`config.mk`:
```
export PLATFORM = sky130hd
export DESIGN_NAME = input_debounce
export DESIGN_NICKNAME = d
export VERILOG_FILES = /design/src/rtl/debounce_pkg.sv /design/src/rtl/sync_chain.sv /design/src/rtl/input_debounce.sv
export SDC_FILE = /design/constraint.sdc
export NUM_CORES = 1
export LEC_CHECK = 0
export CORE_AREA = 2 2 39 41
export CTS_BUF_LIST = sky130_fd_sc_hd__clkbuf_16
export CTS_CLUSTER_DIAMETER = 60
export CTS_CLUSTER_SIZE = 24
export DETAILED_ROUTE_END_ITERATION = 6
export DIE_AREA = 0 0 41 43
export SLEW_MARGIN = 25
export SYNTH_ARGS = -nofsm -noshare
export SYNTH_HDL_FRONTEND = slang
export SYNTH_SLANG_ARGS = --single-unit
export TNS_END_PERCENT = 30
```
`constraint.sdc`:
```
create_clock -name clk -period 1.5 [get_ports clk]
set_input_delay 0.15 -clock clk [delete_from_list [all_inputs] [get_ports clk]]
set_output_delay 0.15 -clock clk [all_outputs]
set_load 0.05 [all_outputs]
```
`src/rtl/debounce_pkg.sv`:
```
`default_nettype none
// +-----------------------------------------------------------------------+
// | debounce_pkg: shared types and helpers for input_debounce             |
// | Rev 1.0                                                               |
// +-----------------------------------------------------------------------+
package debounce_pkg;

    typedef enum logic [1:0] {
        ST_LO  = 2'd0,
        CHK_HI = 2'd1,
        ST_HI  = 2'd2,
        CHK_LO = 2'd3
    } db_state_t;

    // Counter width for a given stability threshold, never narrower than 1 bit.
    function automatic int db_cnt_width(input int n);
        return (n <= 2) ? 1 : $clog2(n);
    endfunction

endpackage
`default_nettype wire

```
`src/rtl/sync_chain.sv`:
```
`default_nettype none
// +-----------------------------------------------------------------------+
// | sync_chain: SYNC_STAGES-deep flop synchroniser, async active-low reset |
// | Rev 1.0                                                               |
// +-----------------------------------------------------------------------+
module sync_chain #(
    parameter int SYNC_STAGES = 2
) (
    input  logic clk,
    input  logic rst_n,
    input  logic i_d,
    output logic o_q
);

    logic [SYNC_STAGES-1:0] r_sync;

    always_ff @(posedge clk or negedge rst_n) begin
        if (!rst_n) begin
            r_sync <= '0;
        end else begin
            r_sync <= {r_sync[SYNC_STAGES-2:0], i_d};
        end
    end

    assign o_q = r_sync[SYNC_STAGES-1];

endmodule
`default_nettype wire

```
`src/rtl/input_debounce.sv`:
```
`default_nettype none
// +-----------------------------------------------------------------------+
// | input_debounce: synchronise + filter a raw input; edge pulses when    |
// | DEBOUNCE_EDGE_EN is defined, otherwise rise/fall are tied low.         |
// | Rev 1.0                                                               |
// +-----------------------------------------------------------------------+
module input_debounce
    import debounce_pkg::*;
#(
    parameter int SYNC_STAGES   = 2,
    parameter int STABLE_CYCLES = 4
) (
    input  logic clk,
    input  logic rst_n,
    input  logic din,
    output logic dout,
    output logic rise,
    output logic fall
);

    localparam int              CNT_W      = db_cnt_width(STABLE_CYCLES);
    localparam logic [CNT_W-1:0] c_cnt_last = CNT_W'(STABLE_CYCLES - 1);
    localparam logic [CNT_W-1:0] c_cnt_one  = CNT_W'(1);

    logic             w_s;
    db_state_t        r_state;
    db_state_t        w_state_nxt;
    logic [CNT_W-1:0] r_cnt;
    logic [CNT_W-1:0] w_cnt_nxt;
    logic             r_dout;
    logic             w_dout_nxt;

    sync_chain #(
        .SYNC_STAGES(SYNC_STAGES)
    ) u_sync (
        .clk   (clk),
        .rst_n (rst_n),
        .i_d   (din),
        .o_q   (w_s)
    );

    always_ff @(posedge clk or negedge rst_n) begin
        if (!rst_n) begin
            r_state <= ST_LO;
            r_cnt   <= '0;
            r_dout  <= 1'b0;
        end else begin
            r_state <= w_state_nxt;
            r_cnt   <= w_cnt_nxt;
            r_dout  <= w_dout_nxt;
        end
    end

    // An opposing sample always wins over reaching the threshold.
    always_comb begin
        w_state_nxt = r_state;
        w_cnt_nxt   = r_cnt;
        w_dout_nxt  = r_dout;
        case (r_state)
            ST_LO: begin
                w_cnt_nxt = '0;
                if (w_s) begin
                    w_state_nxt = CHK_HI;
                    w_cnt_nxt   = c_cnt_one;
                end
            end
            CHK_HI: begin
                if (!w_s) begin
                    w_state_nxt = ST_LO;
                    w_cnt_nxt   = '0;
                end else if (r_cnt == c_cnt_last) begin
                    w_state_nxt = ST_HI;
                    w_cnt_nxt   = '0;
                    w_dout_nxt  = 1'b1;
                end else begin
                    w_cnt_nxt = r_cnt + c_cnt_one;
                end
            end
            ST_HI: begin
                w_cnt_nxt = '0;
                if (!w_s) begin
                    w_state_nxt = CHK_LO;
                    w_cnt_nxt   = c_cnt_one;
                end
            end
            CHK_LO: begin
                if (w_s) begin
                    w_state_nxt = ST_HI;
                    w_cnt_nxt   = '0;
                end else if (r_cnt == c_cnt_last) begin
                    w_state_nxt = ST_LO;
                    w_cnt_nxt   = '0;
                    w_dout_nxt  = 1'b0;
                end else begin
                    w_cnt_nxt = r_cnt + c_cnt_one;
                end
            end
            default: begin
                w_state_nxt = ST_LO;
                w_cnt_nxt   = '0;
                w_dout_nxt  = 1'b0;
            end
        endcase
    end

    assign dout = r_dout;

`ifdef DEBOUNCE_EDGE_EN
    logic r_rise;
    logic r_fall;

    // dout only moves on an acceptance, so its change is the edge event.
    always_ff @(posedge clk or negedge rst_n) begin
        if (!rst_n) begin
            r_rise <= 1'b0;
            r_fall <= 1'b0;
        end else begin
            r_rise <= w_dout_nxt & ~r_dout;
            r_fall <= ~w_dout_nxt & r_dout;
        end
    end

    assign rise = r_rise;
    assign fall = r_fall;
`else
    assign rise = 1'b0;
    assign fall = 1'b0;
`endif

endmodule
`default_nettype wire

```
==> results of run 1 <==
==> area by class of cell <==
cell class              count  area, um2  share of cell area (%)
multi-input cells          14      90.09                   22.93
clock buffers               3      75.07                   19.11
clock inverters             1      5.005                   1.274
well taps                  16      20.02                   5.096
repair buffers              3      27.53                   7.006
flip-flops and latches      7      175.2                   44.59
==> worst max-delay path: cells and delay by family (launching register included) <==
family,cells,cell delay (ns)
flops,1,0.37
mux,1,0.30
simple gates,1,0.10
fa+ha+maj,1,0.25
==> worst max-delay path by stage <==
stage | from | to | slack (ns) | cells after the start
floorplan | r_cnt[0]$_DFF_PN0_ | register | 0.42 | 3
global placement | r_cnt[0]$_DFF_PN0_ | register | 0.40 | 3
detailed placement | r_cnt[0]$_DFF_PN0_ | register | 0.38 | 3
CTS | r_cnt[0]$_DFF_PN0_ | register | 0.37 | 3
global route | r_cnt[0]$_DFF_PN0_ | register | 0.34 | 3
finish | r_cnt[0]$_DFF_PN0_ | register | 0.37 | 3
==> logic make-up (layout without fill, tap and decap cells) <==
family                     count (synthesis)  in the layout  synth area share (%)
and+or+nand+nor                            4              4                 6.336
buffers and inverters                      2              7                 5.428
DFF                                        7              7                 63.35
AOI/OAI and AO/OA                          5              5                 10.41
muxes                                      1              1                 5.428
xor gates and xnor gates                   1              1                 3.168
other                                      1              2                 1.356
adders and majority gates                  1              1                 4.524
==> per-stage QoR <==
step | hold WS, ns | cells | util [%] | cell area, um2 | power, W
finish | 0.1831 | 44 | 28.39 | 392.9 | 0.0009182
global route | 0.2093 | 44 | 28.39 | 392.9 | 0.0009696
CTS | 0.1902 | 44 | 28.39 | 392.9 | 0.0009358
detailed placement | 0.3358 | 40 | 22.60 | 312.8 | 0.0004746
global placement | 0.3323 | 40 | 22.60 | 312.8 | 0.0004639
floorplan | -0.1456 | 23 | - | 280.3 | 0.0004308
==> power breakdown <==
group          switching [W]  internal, W
logic              0.0000943    0.0000798
clock network      0.0000984     0.000349
registers          0.0000463     0.000250
==> layout by cell type (no fill, tap or decap) <==
cell and instances:
clkinv_2 1, mux2_4 1, buf_4 1, ha_1 1, dfrtp_1 7, conb_1 2, a31oi_1 1, xnor2_1 1
o21ai_0 1, nor2_1 2, a21oi_1 2, clkbuf_16 3, clkdlybuf4s50_1 2, o21a_1 1, nand2_2 1, nand2_1 1
==> metal layers <==
layer | vias up | wire (um) | share of wire [%] | track usage, %
li1 | 83 | - | - | -
met1 | 71 | 176 | 45 | 6.000
met2 | 8 | 158 | 40 | 6.563
met3 | 0 | 57 | 15 | 9.424
met4 | 0 | 0 | 0 | 4.000
met5 | - | 0 | 0 | 0
==> flow_metrics.tcl, run 1 <==
set metrics [dict create \
    status "complete, no violations" \
    yosys-top-cells-area "dfrtp_1 (63%), buf_4 (5.4%), mux2_4 (5.4%), ha_1 (4.5%), a21oi_1 (3.6%)" \
    grt_pass1_vias 153 \
    place.gp.congestion 0.6432 \
    cap_violations 0 \
    die_h_um 43 \
    async_flop_share_pct 100.0 \
    slowest_delay_ns 0.37 \
    start_kind "register" \
    drive_gt1_share_pct 25.00 \
    grt_max_degree 8 \
    synth_top_cell_area_share_pct 63.35 \
    leakage_nw 0.1823 \
    drtAntennaViolNets 0 \
    fin_skew_ns 0.001009 \
    ctsResizeCount 0 \
    p_per_area_mw_per_mm2 2337 \
    cp.required_ns 1.61 \
    insertion_delay_ns 0.23 \
    worst_setup_path_end_kind "register" \
    path_max_fanout 4 \
    h-tree-depth 1 \
    reg2reg_depth 3 \
    yosys-top-cells-count "dfrtp_1 (7), a21oi_1 (2), buf_4 (2), nor2_1 (2)" \
    fin_crit_sh_pct 75.25 \
    max_freq_mhz 886.0 \
    viasPerCell 3.682 \
    fin_crit_ns 1.129 \
    syn_inst 22 \
    route.detailed.drc 0 \
    dieArea_mm2 0.001763 \
    path_clk_slew_ns 0.04 \
    syn_to_final_growth_pct 42.08 \
    cts_buffers 3 \
    rows 14 \
    ir_drop_v 0.0007734 \
    hold_viol_final 0 \
    setup_viol 0 \
    postSynthAreaPerCell_um2 12.57 \
    synth_edf_count 0 \
    synth_most_common_cell "dfrtp_1" \
    ys_types 13 \
    arrival_ns 1.24 \
    reg2reg_from "r_cnt[0]$_DFF_PN0_" \
    dp_hpwl_um 287.3 \
    setup_slack_ns 0.3713 \
    cts_hold_buffers 0 \
    core-area_mm2 0.001384 \
    overflow 0 \
    diodes 0 \
    clockBufferDepth 2 \
    synth_top_area_cell "dfrtp_1" \
    holdCritPathClass "primary input to async pin" \
    syn_area_um2 276.5 \
    cts_tree "built" \
    place_ws_ns 0.3789 \
    slowest_stage "dfrtp_1" \
    drv_slew 0 \
    ioPinCount 6 \
    synth_warnings 0 \
    fin_nets 33 \
    rrSetupSlack_ns 0.37 \
    first_pass_iters 3 \
    path_cells "ha_1 -> nand2_2 -> mux2_4" \
    setup-tns-final_ns 0 \
    io_buffer_count 3 \
    grt_pass1_wl_um 586 \
    routedWlPerCell_um 8.909 \
    yosysSeqAreaShare_pct 63.35 \
    cts_root_buf "clkbuf_16" \
    via_count 162 \
    rsz0062_at_grt "false" \
    cts.sinks 7 \
    ys_ff_latch 7 \
    critPathKind "register to register" \
    die_w_um 41 \
    antenna_found_initial 0 \
    nFillCells 133 \
    routed_wl_um 392 \
    track_usage_pct 6.396 \
    ys.flop_type "dfrtp_1" \
    start_util_pct 19.98 \
    drt_iter0_drc 4 \
    post_cts_buffers 0 \
]
No activity file was read; power rests on OpenSTA's default activity.
==> inputs of run 2 (changes only) <==
- clock period: 1.5 -> 1 ns (I/O delays scaled with it)
==> flow_metrics.tcl, run 2 (synthesis gave the netlist of run 1 again) <==
set metrics [dict create \
    status "finished, violations left" \
    violations "setup timing" \
    finish.instance_area_um2 421.7 \
    routedWlPerCell_um 9.152 \
    core-area_mm2 0.001384 \
    grt_pass1_vias 208 \
    holdWs_ns 0.1332 \
    p_clk_share_pct 46.2 \
    drt_iter0_drc 1 \
    start_util_pct 19.98 \
    combPwrFrac_pct 23.3 \
    placed_cell_area_um2 342.8 \
    dp_hpwl_um 300.9 \
    cts_tree "built" \
    overflow 0 \
    grt_pass1_wl_um 821 \
    fin_crit_ns 1.031 \
    path_clk_slew_ns 0.04 \
    path_max_fanout 2 \
    start_kind "register" \
    place.gp.congestion 0.6720 \
    track_usage_pct 8.418 \
    cts_root_buf "clkbuf_16" \
    p_per_area_mw_per_mm2 3434 \
    fin_nets 35 \
    cp.required_ns 1.11 \
    fin_util_pct 30.47 \
    nFillCells 139 \
    hold_viol_final 0 \
    reg2reg_depth 3 \
    syn_to_final_growth_pct 52.49 \
    reg2reg_from "r_cnt[1]$_DFF_PN0_" \
    die_w_um 41 \
    p_sw_w 0.0003746 \
    p_seq_share_pct 30.5 \
    final_cell_mix "dfrtp_1 (7), clkbuf_16 (3)" \
    use_met3_pct 7.853 \
    grt.busiest_layer "met4" \
    dieArea_mm2 0.001763 \
    insertion_delay_ns 0.23 \
    rsz0062_at_grt "true" \
    post_cts_buffers 0 \
    max_freq_mhz 969.5 \
    diodes 0 \
    drtAntennaViolNets 0 \
    grt_util_met1_pct 7.309 \
    drv_slew 0 \
    leakage_nw 0.1946 \
    cts.sinks 7 \
    p_sw_share_pct 25.87 \
    route.detailed.drc 0 \
    clockBufferDepth 2 \
    setup_viol 1 \
    rows 14 \
    cts_buffers 3 \
    p_int_w 0.001073 \
    ir_drop_v 0.001230 \
    cap_violations 0 \
    ioPinCount 6 \
    drive_gt1_share_pct 30.00 \
    critPathKind "register to register" \
    via_count 186 \
    die_h_um 43 \
    h-tree-depth 1 \
    first_pass_iters 2 \
    worst_setup_path_end_kind "register" \
    grt_max_degree 8 \
    antenna_found_initial 0 \
    layout_commonest_cell "dfrtp_1" \
    rrSetupSlack_ns -0.03 \
    cts_hold_buffers 0 \
    setup_slack_ns -0.03148 \
    routed_wl_um 421 \
    viasPerCell 4.043 \
    fin_skew_ns 0.001911 \
    holdCritPathClass "primary input to async pin" \
    arrival_ns 1.14 \
    met2_usage_pct 9.688 \
    io_buffer_count 3 \
    fin_crit_sh_pct 103.1 \
]
-- run 2: power by group through the flow --
stage	logic [W]	registers (W)	clock network, W
after floorplan	0.000180	0.000470	0
after global placement	0.000332	0.000440	0
after detailed placement	0.000342	0.000445	0
after CTS	0.000343	0.000442	0.000687
after global routing	0.000376	0.000454	0.000708
final	0.000337	0.000442	0.000669
-- run 2: metrics by stage --
step	std cells	setup WS (ns)	TNS [ns]	power, W
after floorplan	23	-0.02187	-0.02187	0.0006496
after global routing	46	-0.07291	-0.1460	0.001538
after global placement	42	-0.01923	-0.01923	0.0007717
after CTS	46	-0.03985	-0.04446	0.001472
after detailed placement	42	-0.03434	-0.04983	0.0007876
final	46	-0.03148	-0.03148	0.001448
-- run 2: area by class of cell --
type                       instances  area [um2]  share of cell area, %
sequential                         7       175.2                  41.54
timing repair buffer               5       55.05                  13.06
tap                               16       20.02                  4.748
clock inverter                     1       3.754                 0.8902
clock buffer                       3       75.07                  17.80
multi-input combinational         14       92.59                  21.96
-- run 2: timing repair --
item / CTS / global route
pin swaps: 1 / 0
endpoints found under the setup margin: 3 / 3
gates resized for setup: 0 / 0
-- run 2: how the worst max path moves through the flow --
stage,end,slack (ns),cells after the start,startpoint
finish,register,-0.03,3,r_cnt[1]$_DFF_PN0_
global route,register,-0.07,3,r_cnt[0]$_DFF_PN0_
CTS,register,-0.04,3,r_cnt[1]$_DFF_PN0_
detailed placement,register,-0.03,3,r_cnt[1]$_DFF_PN0_
global placement,register,-0.02,3,r_cnt[1]$_DFF_PN0_
floorplan,register,-0.02,3,r_cnt[0]$_DFF_PN0_
-- run 2: critical path, stage by stage (launching register included) --
cell	delay, ns
dfrtp_1	0.36
ha_2	0.19
nand2_2	0.07
mux2_4	0.29
-- run 2: layer usage --
| layer | wire length, um | up-vias |
|---|---|---|
| met5 | 0 | - |
| met4 | 29 | 0 |
| met3 | 46 | 5 |
| met2 | 183 | 8 |
| met1 | 162 | 88 |
| li1 | - | 85 |
==> inputs of run 3 (changes only) <==
- CTS_BUF_LIST: sky130_fd_sc_hd__clkbuf_16 -> unset
==> flow_metrics.tcl, run 3 (synthesis gave the netlist of run 1 again) <==
set metrics [dict create \
    rsz0062_at_grt "true" \
    fin_skew_ns 0.004435 \
    path_cells "ha_2 -> nand2_2 -> mux2_4" \
    dieArea_mm2 0.001763 \
    met2_usage_pct 9.375 \
    route.detailed.drc 0 \
    track_usage_pct 7.708 \
    p_per_area_mw_per_mm2 2802 \
    setup_slack_ns -0.03114 \
    place.gp.congestion 0.6720 \
    first_pass_iters 2 \
    path_clk_slew_ns 0.05 \
    ir_drop_v 0.001087 \
    drv_slew 0 \
    post_cts_buffers 0 \
    rows 14 \
    viasPerCell 3.891 \
    final_cell_mix "dfrtp_1 (7), clkbuf_4 (3)" \
    drive_gt1_share_pct 30.00 \
    slowest_delay_ns 0.37 \
    start_kind "register" \
    fin_crit_sh_pct 103.1 \
    grt_pass1_wl_um 772 \
    setup_viol 1 \
    place_ws_ns -0.03434 \
    arrival_ns 1.17 \
    ctsResizeCount 0 \
    layout_commonest_cell "dfrtp_1" \
    die_h_um 43 \
    grt_max_degree 8 \
    clockBufferDepth 2 \
    drt_iter0_drc 1 \
    antenna_found_initial 0 \
    holdCritPathClass "primary input to async pin" \
    routed_wl_um 402 \
    drtAntennaViolNets 0 \
    syn_to_final_growth_pct 33.48 \
    insertion_delay_ns 0.25 \
    io_buffer_count 3 \
    overflow 0 \
    die_w_um 41 \
    max_freq_mhz 969.8 \
    fin_nets 35 \
    hold_viol_final 0 \
    routedWlPerCell_um 8.739 \
    cap_violations 0 \
    grt_pass1_vias 205 \
    worst_setup_path_end_kind "register" \
    h-tree-depth 1 \
    ioPinCount 6 \
    rrSetupSlack_ns -0.03 \
    dp_hpwl_um 300.9 \
    core-area_mm2 0.001384 \
    slowest_stage "dfrtp_1" \
    cp.required_ns 1.14 \
    use_met3_pct 7.853 \
    via_count 179 \
    cts.sinks 7 \
    path_max_fanout 2 \
    fin_crit_ns 1.031 \
    grt.busiest_layer "met2" \
    start_util_pct 19.98 \
    diodes 0 \
    status "finished, violations left" \
    cts_root_buf "clkbuf_4" \
    power_w 0.001034 \
    grt_util_met1_pct 6.312 \
    violations "setup timing" \
    cts_tree "built" \
    critPathKind "register to register" \
    setup-tns-final_ns -0.03114 \
    leakage_nw 0.1673 \
    cts_buffers 3 \
]
run 3: final timing paths:
kind / depth (start not counted) / start / end
min in group clk: 1 / din / u_sync.r_sync[0]$_DFF_PN0_
max in group asynchronous: 1 / rst_n / r_cnt[1]$_DFF_PN0_
worst max register to register: 3 / r_cnt[1]$_DFF_PN0_ / register
worst min register to register: 0 / u_sync.r_sync[0]$_DFF_PN0_ / u_sync.r_sync[1]$_DFF_PN0_
worst max-delay path: 3 / r_cnt[1]$_DFF_PN0_ / register
worst min-delay path: 1 / rst_n / u_sync.r_sync[1]$_DFF_PN0_
run 3: timing repair:
| item | CTS | global route |
|---|---|---|
| endpoints found under the setup margin | 3 | 3 |
| hold buffers | 0 | 0 |
| pin swaps | 1 | 0 |
run 3: per-layer routing:
| metal | up-vias | wire (um) |
|---|---|---|
| met2 | 7 | 184 |
| met3 | 2 | 43 |
| met1 | 84 | 162 |
| li1 | 86 | - |
| met4 | 0 | 12 |
| met5 | - | 0 |
run 3: layout make-up:
class	instances	area, um2
well taps	16	20.02
repair buffers	5	55.05
clock buffers	4	26.28
multi-input cells	14	92.59
fillers	147	1015
flip-flops and latches	7	175.2
run 3: critical path, delay by kind of cell, from the launching register on:
family | cells | cell delay [ns]
AND/OR/NAND/NOR | 1 | 0.07
multiplexers | 1 | 0.29
adder cells (fa/ha/maj) | 1 | 0.19
flip-flops | 1 | 0.37
run 3: report_power, final:
group / leakage (nW) / internal [W] / switching (W) / total (W)
registers: 0.0873 / 0.000374 / 0.0000661 / 0.000440
logic: 0.0651 / 0.000178 / 0.000159 / 0.000337
clock network: 0.0150 / 0.000152 / 0.000105 / 0.000257
run 3: through the flow:
| step | utilization (%) | hold WS [ns] | area, um2 | cells |
|---|---|---|---|---|
| after global placement | 24.77 | 0.3343 | 342.8 | 42 |
| after global routing | 26.67 | 0.1113 | 369.1 | 46 |
| final | 26.67 | 0.1060 | 369.1 | 46 |
| after floorplan | - | -0.1956 | 282.8 | 23 |
| after detailed placement | 24.77 | 0.3379 | 342.8 | 42 |
| after CTS | 26.67 | 0.1050 | 369.1 | 46 |
